<file path="config.mk">
export PLATFORM = sky130hd
export DESIGN_NAME = threshold_ctrl
export DESIGN_NICKNAME = d
export VERILOG_FILES = /design/src/rtl/threshold_ctrl.sv
export SDC_FILE = /design/constraint.sdc
export NUM_CORES = 1
export LEC_CHECK = 0
export ABC_AREA = 0
export BUFFER_PORTS_ARGS = -buffer_cell sky130_fd_sc_hd__buf_2
export CELL_PAD_IN_SITES_DETAIL_PLACEMENT = 1
export CELL_PAD_IN_SITES_GLOBAL_PLACEMENT = 2
export CORE_MARGIN = 4
export CORE_UTILIZATION = 37
export CTS_BUF_LIST = sky130_fd_sc_hd__clkbuf_2
export DETAILED_ROUTE_END_ITERATION = 12
export HOLD_SLACK_MARGIN = 0.1
export PLACE_DENSITY_LB_ADDON = 0.1
export SLEW_MARGIN = 20
export SYNTH_ARGS = -nofsm -noshare
export SYNTH_HDL_FRONTEND = slang
export SYNTH_SLANG_ARGS = --single-unit
</file>
<file path="constraint.sdc">
create_clock -name clk_in -period 5.5 [get_ports clk_in]
set_input_delay 1.65 -clock clk_in [delete_from_list [all_inputs] [get_ports clk_in]]
set_output_delay 1.65 -clock clk_in [all_outputs]
set_load 0.1 [all_outputs]
</file>
<file path="src/rtl/threshold_ctrl.sv">
// Threshold bound controller: double-buffered bound registers committed
// at frame start, plus a per-frame saturating mask-pixel counter.
//
// Ports:
//   clk_in, rst_in          clock, synchronous active-high reset
//   cfg_valid_in/ready_out  shadow register write handshake
//   cfg_addr_in/data_in     0=lower_a 1=upper_a 2=lower_b 3=upper_b
//   cfg_commit_in           request shadow->active copy at next frame
//   frame_start_in          frame boundary pulse (blanking)
//   pixel_valid_in, mask_in pixel strobe and its mask, one cycle later
//   *_bound_out(b)          active bounds, channels a and b
//   commit_pending_out      commit armed, waiting for frame start
//   frame_active_out        a frame start has been seen since reset
//   mask_count_out/valid    count of last completed frame + pulse
module threshold_ctrl #(
    parameter int         COUNT_W   = 20,
    parameter logic [7:0] DEF_LOWER = 8'd0,
    parameter logic [7:0] DEF_UPPER = 8'd255
) (
    input  logic               clk_in,
    input  logic               rst_in,
    input  logic               cfg_valid_in,
    output logic               cfg_ready_out,
    input  logic [1:0]         cfg_addr_in,
    input  logic [7:0]         cfg_data_in,
    input  logic               cfg_commit_in,
    input  logic               frame_start_in,
    input  logic               pixel_valid_in,
    input  logic               mask_in,
    output logic [7:0]         lower_bound_out,
    output logic [7:0]         upper_bound_out,
    output logic [7:0]         lower_bound_outb,
    output logic [7:0]         upper_bound_outb,
    output logic               commit_pending_out,
    output logic               frame_active_out,
    output logic [COUNT_W-1:0] mask_count_out,
    output logic               mask_count_valid_out
);

    typedef enum logic {
        ST_IDLE,
        ST_PENDING
    } state_t;

    localparam logic [COUNT_W-1:0] CNT_ONE = COUNT_W'(1);
    localparam logic [COUNT_W-1:0] CNT_MAX = {COUNT_W{1'b1}};

    state_t r_state;
    logic   r_cfg_ready;
    logic   r_pending;

    logic [7:0] r_shd_lower_a;
    logic [7:0] r_shd_upper_a;
    logic [7:0] r_shd_lower_b;
    logic [7:0] r_shd_upper_b;

    logic [7:0] r_act_lower_a;
    logic [7:0] r_act_upper_a;
    logic [7:0] r_act_lower_b;
    logic [7:0] r_act_upper_b;

    logic               r_valid_d;
    logic               r_frame_active;
    logic [COUNT_W-1:0] r_counter;
    logic [COUNT_W-1:0] r_mask_count;
    logic               r_mask_count_valid;

    logic               w_wr_en;
    logic               w_cnt_bit;
    logic [COUNT_W-1:0] w_cnt_next;

    // Ready is a registered copy of "in IDLE", so gating on it freezes
    // the shadows for exactly the PENDING window.
    assign w_wr_en = cfg_valid_in && r_cfg_ready;

    // Mask bits before the first frame start belong to no frame.
    assign w_cnt_bit = r_valid_d && mask_in && r_frame_active;

    always_comb begin
        w_cnt_next = r_counter;
        if (w_cnt_bit && (r_counter != CNT_MAX)) begin
            w_cnt_next = r_counter + CNT_ONE;
        end
    end

    // Commit FSM and active bound registers
    always_ff @(posedge clk_in) begin
        if (rst_in) begin
            r_state       <= ST_IDLE;
            r_cfg_ready   <= 1'b1;
            r_pending     <= 1'b0;
            r_act_lower_a <= DEF_LOWER;
            r_act_upper_a <= DEF_UPPER;
            r_act_lower_b <= DEF_LOWER;
            r_act_upper_b <= DEF_UPPER;
        end else begin
            unique case (r_state)
                ST_IDLE: begin
                    // A coincident frame start does not apply this
                    // commit; it waits for the following one.
                    if (cfg_commit_in) begin
                        r_state     <= ST_PENDING;
                        r_cfg_ready <= 1'b0;
                        r_pending   <= 1'b1;
                    end
                end
                ST_PENDING: begin
                    if (frame_start_in) begin
                        r_state       <= ST_IDLE;
                        r_cfg_ready   <= 1'b1;
                        r_pending     <= 1'b0;
                        r_act_lower_a <= r_shd_lower_a;
                        r_act_upper_a <= r_shd_upper_a;
                        r_act_lower_b <= r_shd_lower_b;
                        r_act_upper_b <= r_shd_upper_b;
                    end
                end
                default: begin
                    r_state     <= ST_IDLE;
                    r_cfg_ready <= 1'b1;
                    r_pending   <= 1'b0;
                end
            endcase
        end
    end

    // Shadow registers
    always_ff @(posedge clk_in) begin
        if (rst_in) begin
            r_shd_lower_a <= DEF_LOWER;
            r_shd_upper_a <= DEF_UPPER;
            r_shd_lower_b <= DEF_LOWER;
            r_shd_upper_b <= DEF_UPPER;
        end else if (w_wr_en) begin
            unique case (cfg_addr_in)
                2'd0: r_shd_lower_a <= cfg_data_in;
                2'd1: r_shd_upper_a <= cfg_data_in;
                2'd2: r_shd_lower_b <= cfg_data_in;
                2'd3: r_shd_upper_b <= cfg_data_in;
                default: ;
            endcase
        end
    end

    // Mask counter and per-frame publish
    always_ff @(posedge clk_in) begin
        if (rst_in) begin
            r_valid_d          <= 1'b0;
            r_frame_active     <= 1'b0;
            r_counter          <= '0;
            r_mask_count       <= '0;
            r_mask_count_valid <= 1'b0;
        end else begin
            // A pixel strobed on the frame start cycle is dropped.
            r_valid_d          <= pixel_valid_in && !frame_start_in;
            r_mask_count_valid <= 1'b0;
            if (frame_start_in) begin
                r_counter      <= '0;
                r_frame_active <= 1'b1;
                // The last mask of a frame may land on this cycle.
                if (r_frame_active) begin
                    r_mask_count       <= w_cnt_next;
                    r_mask_count_valid <= 1'b1;
                end
            end else begin
                r_counter <= w_cnt_next;
            end
        end
    end

    assign cfg_ready_out        = r_cfg_ready;
    assign commit_pending_out   = r_pending;
    assign lower_bound_out      = r_act_lower_a;
    assign upper_bound_out      = r_act_upper_a;
    assign lower_bound_outb     = r_act_lower_b;
    assign upper_bound_outb     = r_act_upper_b;
    assign frame_active_out     = r_frame_active;
    assign mask_count_out       = r_mask_count;
    assign mask_count_valid_out = r_mask_count_valid;

endmodule

</file>
## Yosys cells after proc, flatten, opt, wreduce, memory -nomap -nowiden

Index checks and enable logic that the tools add are counted.

| word-level totals | value |
|---|---|
| output and inout port bits | 56 |
| input port bits | 17 |
| register bits after elaboration | 110 |

| operators by class | value |
|---|---|
| bitwise gates (word level) | 2 |
| multiplexer cells | 11 |
| equal/unequal tests | 6 |
| $add $sub $neg | 1 |
| reductions and logical operators | 16 |

Operator list:

| operator | count |
|---|---|
| adder 20 x 1 -> 20 bit (second input constant) | 1 |
| two-way mux 20 bit | 1 |
| != test 20 bit (second input constant) | 1 |
| AND reduction 2 bit | 7 |
| two-way mux 1 bit | 7 |
| case mux 1 bit (2 select lines) | 3 |
| logical AND 1 bit | 5 |
| equality test 2 bit (second input constant) | 2 |
| != test 2 bit (second input constant) | 2 |
| OR reduction 2 bit | 2 |
| equality test 2 x 1 -> 1 bit (second input constant) | 1 |
| logical NOT 2 bit | 1 |
| inverter 1 bit | 2 |
| logical NOT 1 bit | 1 |

## Depth between registers and ports, before layout

| depth | value |
|---|---|
| depth in word-level cells | 4 |
| mapped depth | 7 |
| gate-level depth less buffers | 6 |

## Worst setup path after synthesis

No wires, ideal clock.

| timing path | value |
|---|---|
| kind | input port to flip-flop |
| start point | input port mask_in |
| end point | register r_mask_count[13] (netlist: mask_count_out[13]) |
| stages | 5 |
| arrival | 2978 ps |
| required time | 5409 ps |
| path slack | 2431 ps |
| cell sequence | nand3_2 -> nor4_4 -> o21ai_2 -> or3_2 -> a311oi_1 |

| between the ends | value |
|---|---|
| word-level cells in the longest chain between the ends | 4 |

Ends and longest elaborated chain:

| what | line | RTL |
|---|---|---|
| from (decl) | 29 | `input logic mask_in,` |
| logical AND 1 bit (2 in a row) | 77 | `assign w_cnt_bit = r_valid_d && mask_in && r_frame_active;` |
| logical AND 1 bit | 81 | `if (w_cnt_bit && (r_counter != CNT_MAX)) begin` |
| two-way mux 20 bit | 81 |  |
| to (signal assigned) | 162 | `r_mask_count <= w_cnt_next;` |
| to (decl) | 65 | `logic [COUNT_W-1:0] r_mask_count;` |

Every way passes these cells.
A chain may end at the register's enable or synchronous reset.

## Worst setup path in the final report

| timing path | value |
|---|---|
| start point | register r_frame_active (netlist: frame_active_out) |
| end point | output port frame_active_out |

RTL lines:

| what | line | RTL |
|---|---|---|
| from (decl) | 63 | `logic r_frame_active;` |
| from (signal assigned) | 149 | `r_frame_active <= 1'b0;` |
| from (signal assigned) | 159 | `r_frame_active <= 1'b1;` |
| to (decl) | 35 | `output logic frame_active_out,` |

No word-level cell between the ends.

==> impl_metrics.csv <==
group,metric,value,unit
grt,grt_first_pass_wirelength,17600,um
layout,finalNetCount,562,
cts,cts.sinks,110,
min_path,hold_path.class,"reg2reg",
sta,fin_crit_sh,0.585,
cts,clk_pin_slew,0.29,ns
cts,worstSkewPairLatency,0.60,ns
layout,stdcell_count,689,
die,initial_core_util,0.383,
yosys,yosys-top-cells-area,"dfxtp_1, nand2_1, nand3b_1",
power_and_ir_drop,leakagePower,1.92,nW
grt,antenna_found_initial,0,
sta,worstMarginPinSlew,0.861,ns
yosys,postSynthAreaPerCell,8.66,um^2
sta,rsz0062_at_grt,"false",
cts,clock_tree.root_cell,"clkbuf_2",
die,die_height,115,um
setup_path,timing.critical_path.max_delay_family,"flip-flops",
layout,count_of_inserted_antenna_diode_cells,0,
power_and_ir_drop,vdd_ir_drop_max,169,uV
sta,finalCriticalPeriod,3.22,ns
layout,area_delta_synth_final,13.3,%
setup_path,critPathSlowestCell,"dfxtp_1",
die,design.core.area,0.0110,mm^2
power_and_ir_drop,power.density_cell_area,306,mW/mm^2
cts,maximum_buffer_depth_of_the_clock_tree,2,
cts,cts.repair_timing.setup_buffer_count,0,
cts,holdBufCountCts,0,
detailed_routing,vias,3469,
grt,tot_gr_track_use,0.169,
placed_design,gp_congestion,0.789,
setup_path,timing.critical_path.required,3.85,ns
setup_path,setup.worst_path.start_class,"flop",
yosys,yosysUniqueCellTypes,43,
detailed_routing,wl_met1,4980,um
sta,timing.clock.skew,0.0248,ns
cts,cts_tree,"built",
setup_path,cp_cell_sequence,"buf_2",
detailed_routing,dr_wl_met2,5220,um
setup_path,critPathKind,"reg2out",
detailed_routing,post_drt_via_cell_ratio,5.03,
detailed_routing,ant_nets,0,
yosys,synth_commonest_cells,"nand2_1, dfxtp_1, nor2_1",
cts,cts.repair.resized,0,
cts,cts.htree.levels,3,
yosys,yosys.cell_count.top_type,"nand2_1",
flow_run,cap_viol_max_count,0,
yosys,dominant_cell_type_by_area_after_synthesis,"dfxtp_1",
yosys,synth-warning-count,0,
die,die_width,115,um
sta,report.final.setup_viol,0,
detailed_routing,drcViolationCount,0,
yosys,async_flop_share,0,
layout,share_of_post_route_cells_with_drive_strength_above_1,0.202,
sta,worst_rel_slew_slack,0.421,
setup_path,cp_data_arrival_time,1.57,ns
yosys,ys_seq_area_frac,0.524,
setup_path,worstPathBufferInverterCount,1,
detailed_routing,first_iter_violations,84,
yosys,mappedNetlistNets,503,
detailed_routing,detailed_route_wire_length_per_cell,15.7,um
yosys,ys_seq_elements,110,
yosys,mappedNetlistArea,0.00420,mm^2
die,ios,73,
grt,largest_net_degree_at_the_start_of_global_routing,51,
sta,final_hold_viol_count,0,
run_status,run_status,"finished clean",
sta,setup_tns,0,ns
die,placementRows,38,
sta,max_clock_freq,0.311,GHz
placed_design,dp.final_hpwl,7330,um
setup_path,critPathMaxStageDelay,0.50,ns
yosys,fraction_of_post_synthesis_cell_area_in_the_top_cell_type_by_area,0.524,
setup_path,critPathMaxFanout,5,
yosys,netlist_instances,485,
yosys,yosys_most_used_dff,"dfxtp_1",
detailed_routing,max_layer_used,"met4",
sta,final_max_slew_viol_count,0,
cts,tritoncts.num_buffers,9,
placed_design,post-place-cells,673,
detailed_routing,drt-total-wl,10800,um
setup_path,critical_path_endpoint_category,"output pin",
grt,grt.overflow.total,0,
placed_design,port-buffer-count,72,
grt,first_global_vias,3484,
yosys,synth_edf_count,0,
sta,hold_ws,0.462,ns
die,design.die.area,0.0131,mm^2
detailed_routing,dr.pass1.iters,4,
detailed_routing,route.met3.wl,416,um
routing by layer:
| layer | vias up | track usage |
|---|---|---|
| li1 | 1743 | - |
| met1 | 1662 | 0.215 |
| met2 | 53 | 0.288 |
| met3 | 11 | 0.0270 |
| met4 | 0 | 0.0625 |
| met5 | - | 0 |
through the flow:
stage               utilization  setup WS (ns)  power (mW)  cell area, um^2
finish                    0.433           2.28        1.45             4760
global route              0.433           2.19        1.52             4760
CTS                       0.433           2.23        1.47             4760
detailed placement        0.423           2.05        1.10             4650
global placement          0.423           2.11        1.09             4650
floorplan                     -           2.43        1.05             4200
registers in the layout, summed over array words and instances, names as in the netlist:
signal / count
lower_bound_out: 8
upper_bound_out: 8
r_shd_lower_b: 8
cfg_ready_out: 1
frame_active_out: 1
mask_count_valid_out: 1
mask_count_out: 20
r_shd_lower_a: 8
r_shd_upper_a: 8
r_state: 1
lower_bound_outb: 8
r_shd_upper_b: 8
r_counter: 20
commit_pending_out: 1
upper_bound_outb: 8
r_valid_d: 1
kinds of logic (layout without fill, tap and decap cells):
kind of cell,Yosys count,count (layout),synth area share
and+or+nand+nor,250,250,0.283
DFF,110,110,0.524
AOI/OAI and AO/OA,68,68,0.106
buffers and inverters,33,97,0.0334
xor gates and xnor gates,14,14,0.0292
muxes,9,9,0.0214
adders and majority gates,1,1,0.00298
cells in the final DEF, fill, tap and decap left out, types with 3 or more instances in the layout:
cell type / count
or3_1: 3
a211oi_1: 16
inv_1: 5
mux2i_1: 9
xor2_1: 12
nand4_1: 7
nand2_1: 122
o21ai_2: 4
nor2_1: 58
clkbuf_2: 10
buf_2: 72
clkinvlp_4: 3
buf_4: 4
nor3_1: 5
nand3b_1: 32
o21ai_0: 3
nand3_1: 5
dfxtp_1: 110
a21oi_1: 33
report_power, final:
part           switching (mW)  internal [mW]
sequential             0.0151          0.828
clock                   0.271          0.104
combinational           0.192         0.0436
total                   0.478          0.976
layout make-up:
| type | instances | area, um^2 |
|---|---|---|
| multi-input cells | 342 | 1860 |
| well taps | 140 | 175 |
| flip-flops and latches | 110 | 2200 |
| clock inverters | 6 | 62.6 |
| inverters | 5 | 18.8 |
| clock buffers | 10 | 50.0 |
| repair buffers | 76 | 390 |
| fillers | 1353 | 6220 |
path summary, 6_finish.rpt:
check	from	end	slack, ns	cells past startpoint
max	frame_active_out$_SDFFE_PP0P_	frame_active_out	2.28	1
min	r_shd_lower_b[4]$_SDFFE_PP0P_	lower_bound_outb[4]$_SDFFE_PP0P_	0.46	2
max reg2reg	r_counter[4]$_SDFF_PP0_	mask_count_out[10]$_SDFFE_PP0P_	3.26	5
min reg2reg	r_shd_lower_b[4]$_SDFFE_PP0P_	lower_bound_outb[4]$_SDFFE_PP0P_	0.46	2
worst register-to-register path, stage by stage (launching register included):
cell	delay [ns]
dfxtp_1	0.56
nand4_2	0.23
nor3_1	0.74
nand4_1	0.23
xor2_1	0.21
a211oi_1	0.20
Power figures use the tool's default switching activity.
